==> src/rtl/alu_mc.sv <==
// alu_mc: multi-cycle ALU (add/sub, shift-add multiply, serial shift, logic ops); NZCV register only when ALU_FLAGS_EN is defined.
// Latency accept->done_out: 1 for single-cycle units and shift amt 0/1, amt for longer shifts, W for multiply.
// Backpressure: start_in is ignored while busy_out is high; a new op may be accepted in the done cycle.
module alu_mc #(
  parameter int W = 8
) (
  input  logic         clk_in,
  input  logic         rst_in,
  input  logic         start_in,
  input  logic [2:0]   unit_sel_in,
  input  logic         op_sel_in,
  input  logic [W-1:0] acc_in,
  input  logic [W-1:0] src_in,
  output logic         busy_out,
  output logic         done_out,
  output logic [W-1:0] alu_res_out,
  output logic [3:0]   flags_out
);

  localparam int SHW = $clog2(W);
  localparam int RW  = SHW + 1;

  typedef enum logic [1:0] {IDLE, EXEC, DONE} state_t;

  state_t        state;
  logic [2:0]    unit_q;
  logic          op_q;
  logic [W-1:0]  a_q;
  logic [W-1:0]  b_q;     // operand B; low product half while multiplying
  logic [W-1:0]  hi_q;    // high product half, or the value being shifted
  logic [RW-1:0] rem_q;   // steps still to run, including the one in DONE

  logic          accept;
  logic [RW-1:0] rem_init;

  assign accept = start_in && (state != EXEC);

  always_comb begin
    rem_init = '0;
    if (unit_sel_in == 3'b001)
      rem_init = RW'(W);
    else if (unit_sel_in == 3'b010)
      rem_init = {1'b0, src_in[SHW-1:0]};
  end

  // One multiply / shift step from the working registers.
  logic [W:0]   mul_sum;
  logic [W-1:0] mul_hi_nx;
  logic [W-1:0] mul_lo_nx;
  logic [W-1:0] sh_nx;

  always_comb begin
    mul_sum   = {1'b0, hi_q} + (b_q[0] ? {1'b0, a_q} : '0);
    mul_hi_nx = mul_sum[W:1];
    mul_lo_nx = {mul_sum[0], b_q[W-1:1]};
    sh_nx     = op_q ? (hi_q >> 1) : (hi_q << 1);
  end

  // Final result, valid in the DONE cycle (includes the last step).
  logic [W-1:0] b_eff;
  logic [W-1:0] res_nx;

  always_comb begin
    b_eff  = op_q ? ~b_q : b_q;
    res_nx = a_q;
    case (unit_q)
      3'b000:  res_nx = a_q + b_eff + {{(W-1){1'b0}}, op_q};
      3'b001:  res_nx = op_q ? mul_hi_nx : mul_lo_nx;
      3'b010:  res_nx = (rem_q != '0) ? sh_nx : hi_q;
      3'b011:  res_nx = b_q;
      3'b100:  res_nx = a_q | b_q;
      3'b101:  res_nx = a_q ^ b_q;
      3'b110:  res_nx = a_q & b_q;
      default: res_nx = a_q;
    endcase
  end

`ifdef ALU_FLAGS_EN
  logic [W:0] add_full;
  logic       c_nx;
  logic       v_nx;
  logic [3:0] flags_nx;

  always_comb begin
    add_full = {1'b0, a_q} + {1'b0, b_eff} + {{W{1'b0}}, op_q};
    c_nx     = 1'b0;
    v_nx     = 1'b0;
    case (unit_q)
      3'b000: begin
        // carry out of A+~B+1 is the unsigned no-borrow indication
        c_nx = add_full[W];
        v_nx = (a_q[W-1] == b_eff[W-1]) && (add_full[W-1] != a_q[W-1]);
      end
      3'b001:  c_nx = op_q ? (mul_lo_nx != '0) : (mul_hi_nx != '0);
      3'b010:  c_nx = (rem_q != '0) && (op_q ? hi_q[0] : hi_q[W-1]);
      default: c_nx = 1'b0;
    endcase
    flags_nx = {res_nx[W-1], (res_nx == '0), c_nx, v_nx};
  end
`else
  assign flags_out = 4'b0000;
`endif

  always_ff @(posedge clk_in) begin
    if (rst_in) begin
      state       <= IDLE;
      busy_out    <= 1'b0;
      done_out    <= 1'b0;
      alu_res_out <= '0;
      unit_q      <= '0;
      op_q        <= 1'b0;
      a_q         <= '0;
      b_q         <= '0;
      hi_q        <= '0;
      rem_q       <= '0;
`ifdef ALU_FLAGS_EN
      flags_out   <= 4'b0000;
`endif
    end else begin
      done_out <= 1'b0;
      if (state == EXEC) begin
        if (unit_q == 3'b001) begin
          hi_q <= mul_hi_nx;
          b_q  <= mul_lo_nx;
        end else begin
          hi_q <= sh_nx;
        end
        rem_q <= rem_q - RW'(1);
        if (rem_q == RW'(2)) begin
          state    <= DONE;
          busy_out <= 1'b0;
        end
      end else begin
        if (state == DONE) begin
          done_out    <= 1'b1;
          alu_res_out <= res_nx;
`ifdef ALU_FLAGS_EN
          flags_out   <= flags_nx;
`endif
        end
        if (accept) begin
          unit_q <= unit_sel_in;
          op_q   <= op_sel_in;
          a_q    <= acc_in;
          b_q    <= src_in;
          hi_q   <= (unit_sel_in == 3'b010) ? acc_in : '0;
          rem_q  <= rem_init;
          if (rem_init >= RW'(2)) begin
            state    <= EXEC;
            busy_out <= 1'b1;
          end else begin
            state    <= DONE;
            busy_out <= 1'b0;
          end
        end else begin
          state    <= IDLE;
          busy_out <= 1'b0;
        end
      end
    end
  end

endmodule
==> config.mk <==
export PLATFORM = sky130hd
export DESIGN_NAME = alu_mc
export DESIGN_NICKNAME = d
export VERILOG_FILES = /design/src/rtl/alu_mc.sv
export SDC_FILE = /design/constraint.sdc
export NUM_CORES = 1
export LEC_CHECK = 0
export CORE_ASPECT_RATIO = 1.75
export CORE_MARGIN = 2
export CORE_UTILIZATION = 58
export CTS_CLUSTER_SIZE = 14
export DETAILED_ROUTE_END_ITERATION = 7
export PLACE_DENSITY_LB_ADDON = 0.2
export REMOVE_ABC_BUFFERS = 1
export SLEW_MARGIN = 20
export SYNTH_ARGS = -nofsm -noshare
export SYNTH_HDL_FRONTEND = slang
export SYNTH_SLANG_ARGS = --single-unit
==> constraint.sdc <==
create_clock -name clk_in -period 3.15 [get_ports clk_in]
set_clock_uncertainty 0.05 [all_clocks]
set_input_delay 0.4725 -clock clk_in [delete_from_list [all_inputs] [get_ports clk_in]]
set_output_delay 0.4725 -clock clk_in [all_outputs]
set_load 0.02 [all_outputs]
==> results of run 1 <==
==> through the flow <==
| stage | utilization [%] | setup slack [ns] | hold slack, ns |
|---|---|---|---|
| floorplan | - | 0.704 | 0.422 |
| global placement | 65.8 | 0.719 | 0.384 |
| detailed placement | 65.8 | 0.669 | 0.404 |
| CTS | 67.2 | 0.648 | 0.416 |
| global route | 67.2 | 0.389 | 0.444 |
| finish | 67.2 | 0.638 | 0.413 |
==> placed cells by master, fill, tap and decap left out, drive strengths merged, types with 9 or more instances in the layout <==
cell and count:
a21oi 36, nand2 81, ha 33, nand3 9, xor2 11, nor3 9
mux2i 13, nor2 55, dfxtp 43, clkdlybuf4s50 32, inv 29, o21ai 32
a211oi 14, buf 16, a311oi 12
==> state kept, by name, indices dropped and copies added, names as in the netlist <==
register and flops:
a_q 8, alu_res_out 8, b_q 8, done_out 1, hi_q 8, op_q 1, rem_q 4, state 2
unit_q 3
==> metal layers <==
| layer | global-route usage [%] | wire length, microns |
|---|---|---|
| met1 | 34.6 | 4040 |
| met5 | 0 | 0 |
| met2 | 56.0 | 5420 |
| met3 | 4.64 | 471 |
| met4 | 18.9 | 393 |
==> power breakdown <==
part	switching [mW]	total (mW)	internal, mW
Sequential	0.0602	0.640	0.580
Combinational	0.265	0.470	0.205
Clock	0.220	0.376	0.156
Total	0.546	1.49	0.941
==> cell families after synthesis <==
| logic type | share of synthesized area [%] |
|---|---|
| AO/OA/AOI/OAI | 24.9 |
| other | 0.103 |
| adder cells (fa/ha/maj) | 12.4 |
| flip-flops | 23.6 |
| XOR/XNOR | 3.84 |
| AND/OR/NAND/NOR | 22.8 |
| multiplexers | 4.79 |
| buffers and inverters | 7.64 |
==> critical path: cells and delay by family (launching register included) <==
family	cells	cell delay [ns]
flip-flops	1	0.60
AO/OA/AOI/OAI	4	0.68
adder cells (fa/ha/maj)	1	0.30
buffers and inverters	2	0.44
AND/OR/NAND/NOR	1	0.06
XOR/XNOR	2	0.31
==> how the worst max path moves through the flow <==
stage,startpoint,to,depth (start not counted)
global route,b_q[0],hi_q[5],10
detailed placement,b_q[0],alu_res_out[1],10
floorplan,op_q,alu_res_out[6],8
finish,op_q,alu_res_out[7],10
CTS,b_q[0],alu_res_out[1],10
global placement,b_q[0],alu_res_out[1],10
==> layout make-up <==
type / count / area, sq um / area share, %
Tap cell: 80 / 100 / 2.43
Multi-Input combinational cell: 394 / 2520 / 61.3
Clock buffer: 6 / 72.6 / 1.76
Sequential cell: 43 / 861 / 20.9
Inverter: 29 / 109 / 2.64
Clock inverter: 2 / 12.5 / 0.304
Timing Repair Buffer: 48 / 440 / 10.7
==> flow_summary.yaml, run 1 <==
clock_tree:
  hold_buffers: 0
  ctsResizeCount: 0
  htreeDepth: 2
  cts_setup_buffers: 0
  path_clk_slew_ns: 0.09
  clock_latency_ns: 0.32
  cts_buffer_depth: 2
  clock-sinks: 43
  cts_tree: "built"
  clock_tree.root_cell: "clkbuf_8"
  numCtsBuffers: 5
floorplan:
  io_pins: 37
  die-area_sq_um: 6970
  rows: 38
  fp.dieH_microns: 109
  core_area_sq_um: 6130
  start_util_pct: 59.6
  die_w_microns: 64.0
job:
  cap_violations: 0
setup_path:
  start_kind: "flop"
  path_cells: "buf_4, buf_4, xor2_1, ha_1, o21a_1, o21a_1, o22ai_1, xnor2_1, nand2_1, a31oi_1"
  r2r_start: "op_q"
  worstSetupEndpointType: "flop"
  r2r_slack_ns: 0.64
  critPathKind: "flop to flop"
  cpMaxStageDelayCell: "dfxtp_1"
  crit_arrival_ns: 2.71
  path_max_fanout: 12
  critPathRequiredTime_ns: 3.35
  rr_worst_depth: 10
  regToRegEndpoint: "alu_res_out[7]"
  max_stage_delay_ns: 0.60
routing:
  dr.pass1.iters: 5
  viasPerCell: 6.11
  detail-route-antenna-nets: 0
  vias: 3677
  drc_errors: 0
  wl_microns: 10300
  drt_iter0_drc: 252
  wire_per_inst_microns: 17.1
global_routing:
  antenna_found_initial: 0
  grt_max_degree: 27
  grt_overflow: 0
  grt_pass1_vias: 3610
  grt_pass1_wl_microns: 17000
  grt.total_usage_pct: 31.4
synthesis:
  ys_seq_elements: 43
  synth-edff-count: 0
  synth_top_area_share_pct: 23.6
  synth-main-ff-cell: "dfxtp_1"
  syn_area_sq_um: 3650
  ys_types: 56
  synth_most_common_cell: "nand2_1"
  yosys.area.top_type: "dfxtp_1"
  synth_area_leaders: "dfxtp_1 24%, ha_1 11%, nand2_1 8.3%, nor2_1 5.7%, a21oi_1 4.9%"
  yosys_warnings: 0
  synth_area_per_cell_sq_um: 7.31
  async_flop_share_pct: 0
  netlist_instances: 500
  synth_seq_area_share_pct: 23.6
  yosys-top-cells-count: "81 x nand2_1, 55 x nor2_1, 43 x dfxtp_1"
status:
  status: "finished, final reports clean"
cells_and_area:
  area_growth_syn_to_layout_pct: 12.8
  fillers: 539
  nets: 579
  postLayoutCellArea_sq_um: 4120
  antennaDiodeCount: 0
  drive_above_1_share_pct: 5.94
  fin_cells: 602
min_path:
  hp-start: "alu_res_out[1]"
  hp-class: "flop to flop"
  whs_endpoint: "alu_res_out[1]"
  hold_depth: 2
power_and_ir_drop:
  power_density_nw_per_um2: 361
  peakVddDrop_mv: 0.259
  leakagePower_nw: 1.65
  report.power.total_mw: 1.49
timing:
  setup_viol: 0
  rsz0062_at_grt: "no"
  finalSetupTns_ns: 0
  layout_min_cycle_time_ns: 2.51
  slew_headroom_pct: 43.2
  fin_crit_sh_pct: 79.8
  hold_viol_final: 0
  worst_pin_slew_ns: 0.850
  fmax_mhz: 398
  drv_slew: 0
place:
  io_buffers: 32
  hpwlAfterDp_microns: 7850
  globalplace.congestion: 0.947
  dpl_cell_area_sq_um: 4040
  dp.cells: 594
(Power assumes the default switching activity.)
==> run 2, diff against run 1 <==
- CORE_UTILIZATION: 58 -> 52
- clock period: 3.15 -> 2.1 ns (I/O delays scaled with it)
==> flow_summary.yaml, run 2 (synthesis gave the netlist of run 1 again) <==
status:
  status: "finished, violations left"
  violations: "negative setup slack"
min_path:
  hold_depth: 2
  hp-class: "flop to flop"
global_routing:
  grt_pass1_wl_microns: 18400
  use_met1_pct: 35.2
  grt_most_used_layer: "met2"
  use_met2_pct: 54.2
  grt_use_met3_pct: 4.50
  grt.total_usage_pct: 31.6
  antenna_found_initial: 0
  grt_max_degree: 27
  grt_pass1_vias: 3860
  grt_overflow: 0
clock_tree:
  clock_latency_ns: 0.30
  htreeDepth: 2
  clock-sinks: 43
  cts_tree: "built"
  path_clk_slew_ns: 0.07
  cts_buffer_depth: 2
  clock_tree.root_cell: "clkbuf_16"
  numCtsBuffers: 5
setup_path:
  crit_arrival_ns: 2.42
  start_kind: "flop"
  regToRegEndpoint: "alu_res_out[5]"
  r2r_start: "b_q[0]"
  max_stage_delay_ns: 0.37
  cpMaxStageDelayCell: "dfxtp_4"
  critPathRequiredTime_ns: 2.26
  r2r_slack_ns: -0.16
  critPathCapture: "alu_res_out[5]"
  critPathKind: "flop to flop"
  worstSetupPathDepth: 10
  rr_worst_depth: 10
  path_max_fanout: 4
  crit_top_cell: "ha_4"
  cpLargestDelayFamily: "compound AO/OA/AOI/OAI gates"
  path_cells: "ha_4, ha_4, inv_2, fa_2, nor2b_4, o31a_1, mux2i_1, a22o_1, a211oi_2, a211oi_1"
  worstSetupEndpointType: "flop"
  path_buf_inv: 1
  cp-startpoint: "b_q[0]"
timing:
  rsz0062_at_grt: "yes"
  setup_ws_ns: -0.159
  whs_ns: 0.393
  setup_viol: 9
  fmax_mhz: 443
  finalSetupTns_ns: -0.632
  worst_pin_slew_ns: 0.650
  slew_headroom_pct: 55.6
  layout_min_cycle_time_ns: 2.26
  fin_crit_sh_pct: 108
  hold_viol_final: 0
  drv_slew: 0
power_and_ir_drop:
  peakVddDrop_mv: 0.594
  report.power.total_mw: 2.68
  power_density_nw_per_um2: 548
  leakagePower_nw: 2.01
routing:
  drt_iter0_drc: 265
  detail-route-antenna-nets: 0
  drc_errors: 0
  viasPerCell: 6.08
  wire_per_inst_microns: 17.9
  dr.pass1.iters: 5
  vias: 3987
  wl_microns: 11700
cells_and_area:
  fillers: 537
  area_growth_syn_to_layout_pct: 34.1
  postLayoutCellArea_sq_um: 4900
  fin_cells: 656
  nets: 629
  final_cell_mix: "80 x nand2_1, 60 x buf_4, 52 x nor2_1"
  final_common_cell: "nand2_1"
  drive_above_1_share_pct: 22.0
  fin_util_pct: 71.4
  antennaDiodeCount: 0
place:
  post-place-ws_ns: -0.248
  globalplace.congestion: 0.893
  hpwlAfterDp_microns: 8610
  dp.cells: 641
  dpl_cell_area_sq_um: 4400
  io_buffers: 32
floorplan:
  die-area_sq_um: 7740
  fp.dieH_microns: 115
  die_w_microns: 67.4
  rows: 40
  io_pins: 37
  core_area_sq_um: 6860
  start_util_pct: 53.3
job:
  cap_violations: 0
==> run 2: cell types whose count changed in the layout (fill, tap and decap cells not counted), sizes merged <==
cell      change
buf          +50
clkbuf        -1
clkinvlp      +1
==> run 2: metal layers <==
layer | wire length, microns | vias up
met3 | 530 | 48
met2 | 6070 | 144
met4 | 626 | 0
met5 | 0 | -
met1 | 4480 | 1900
li1 | - | 1895
==> run 2: what timing repair did <==
| item | 4_1_cts | 5_1_grt |
|---|---|---|
| gates cloned | 0 | 0 |
| buffers inserted | 4 | 3 |
| endpoints found under the setup margin | 13 | 14 |
| pin swaps | 22 | 28 |
| resized for setup | 34 | 35 |
| hold endpoints to repair | 0 | 0 |
| hold buffers | 0 | 0 |
==> run 2: layout make-up <==
class	count	area (sq um)	area share (%)
clock buffers	5	125	2.55
clock inverters	3	20.0	0.409
inverters	29	116	2.38
multi-input cells	394	2800	57.1
flip-flops and latches	43	870	17.8
well taps	84	105	2.15
repair buffers	98	865	17.7
==> run 2: worst min path at each step <==
stage | from | end | slack [ns]
after floorplan | rst_in | a_q[0] | 0.33
final | alu_res_out[1] | alu_res_out[1] | 0.39
after global placement | alu_res_out[1] | alu_res_out[1] | 0.38
after detailed placement | alu_res_out[1] | alu_res_out[1] | 0.39
after CTS | alu_res_out[1] | alu_res_out[1] | 0.40
after global routing | alu_res_out[1] | alu_res_out[1] | 0.41
==> run 2: worst reg2reg max path, delay by kind of cell (launching register included) <==
kind | cells | cell delay (ns)
AO/OA/AOI/OAI | 4 | 0.68
adder cells (fa/ha/maj) | 3 | 0.64
flip-flops | 1 | 0.37
multiplexers | 1 | 0.24
AND/OR/NAND/NOR | 1 | 0.15
buffers and inverters | 1 | 0.04
==> run 2: power by group <==
part	total, mW	switching (mW)	internal [mW]
combinational	0.946	0.513	0.434
sequential	0.927	0.0562	0.870
clock	0.812	0.372	0.439
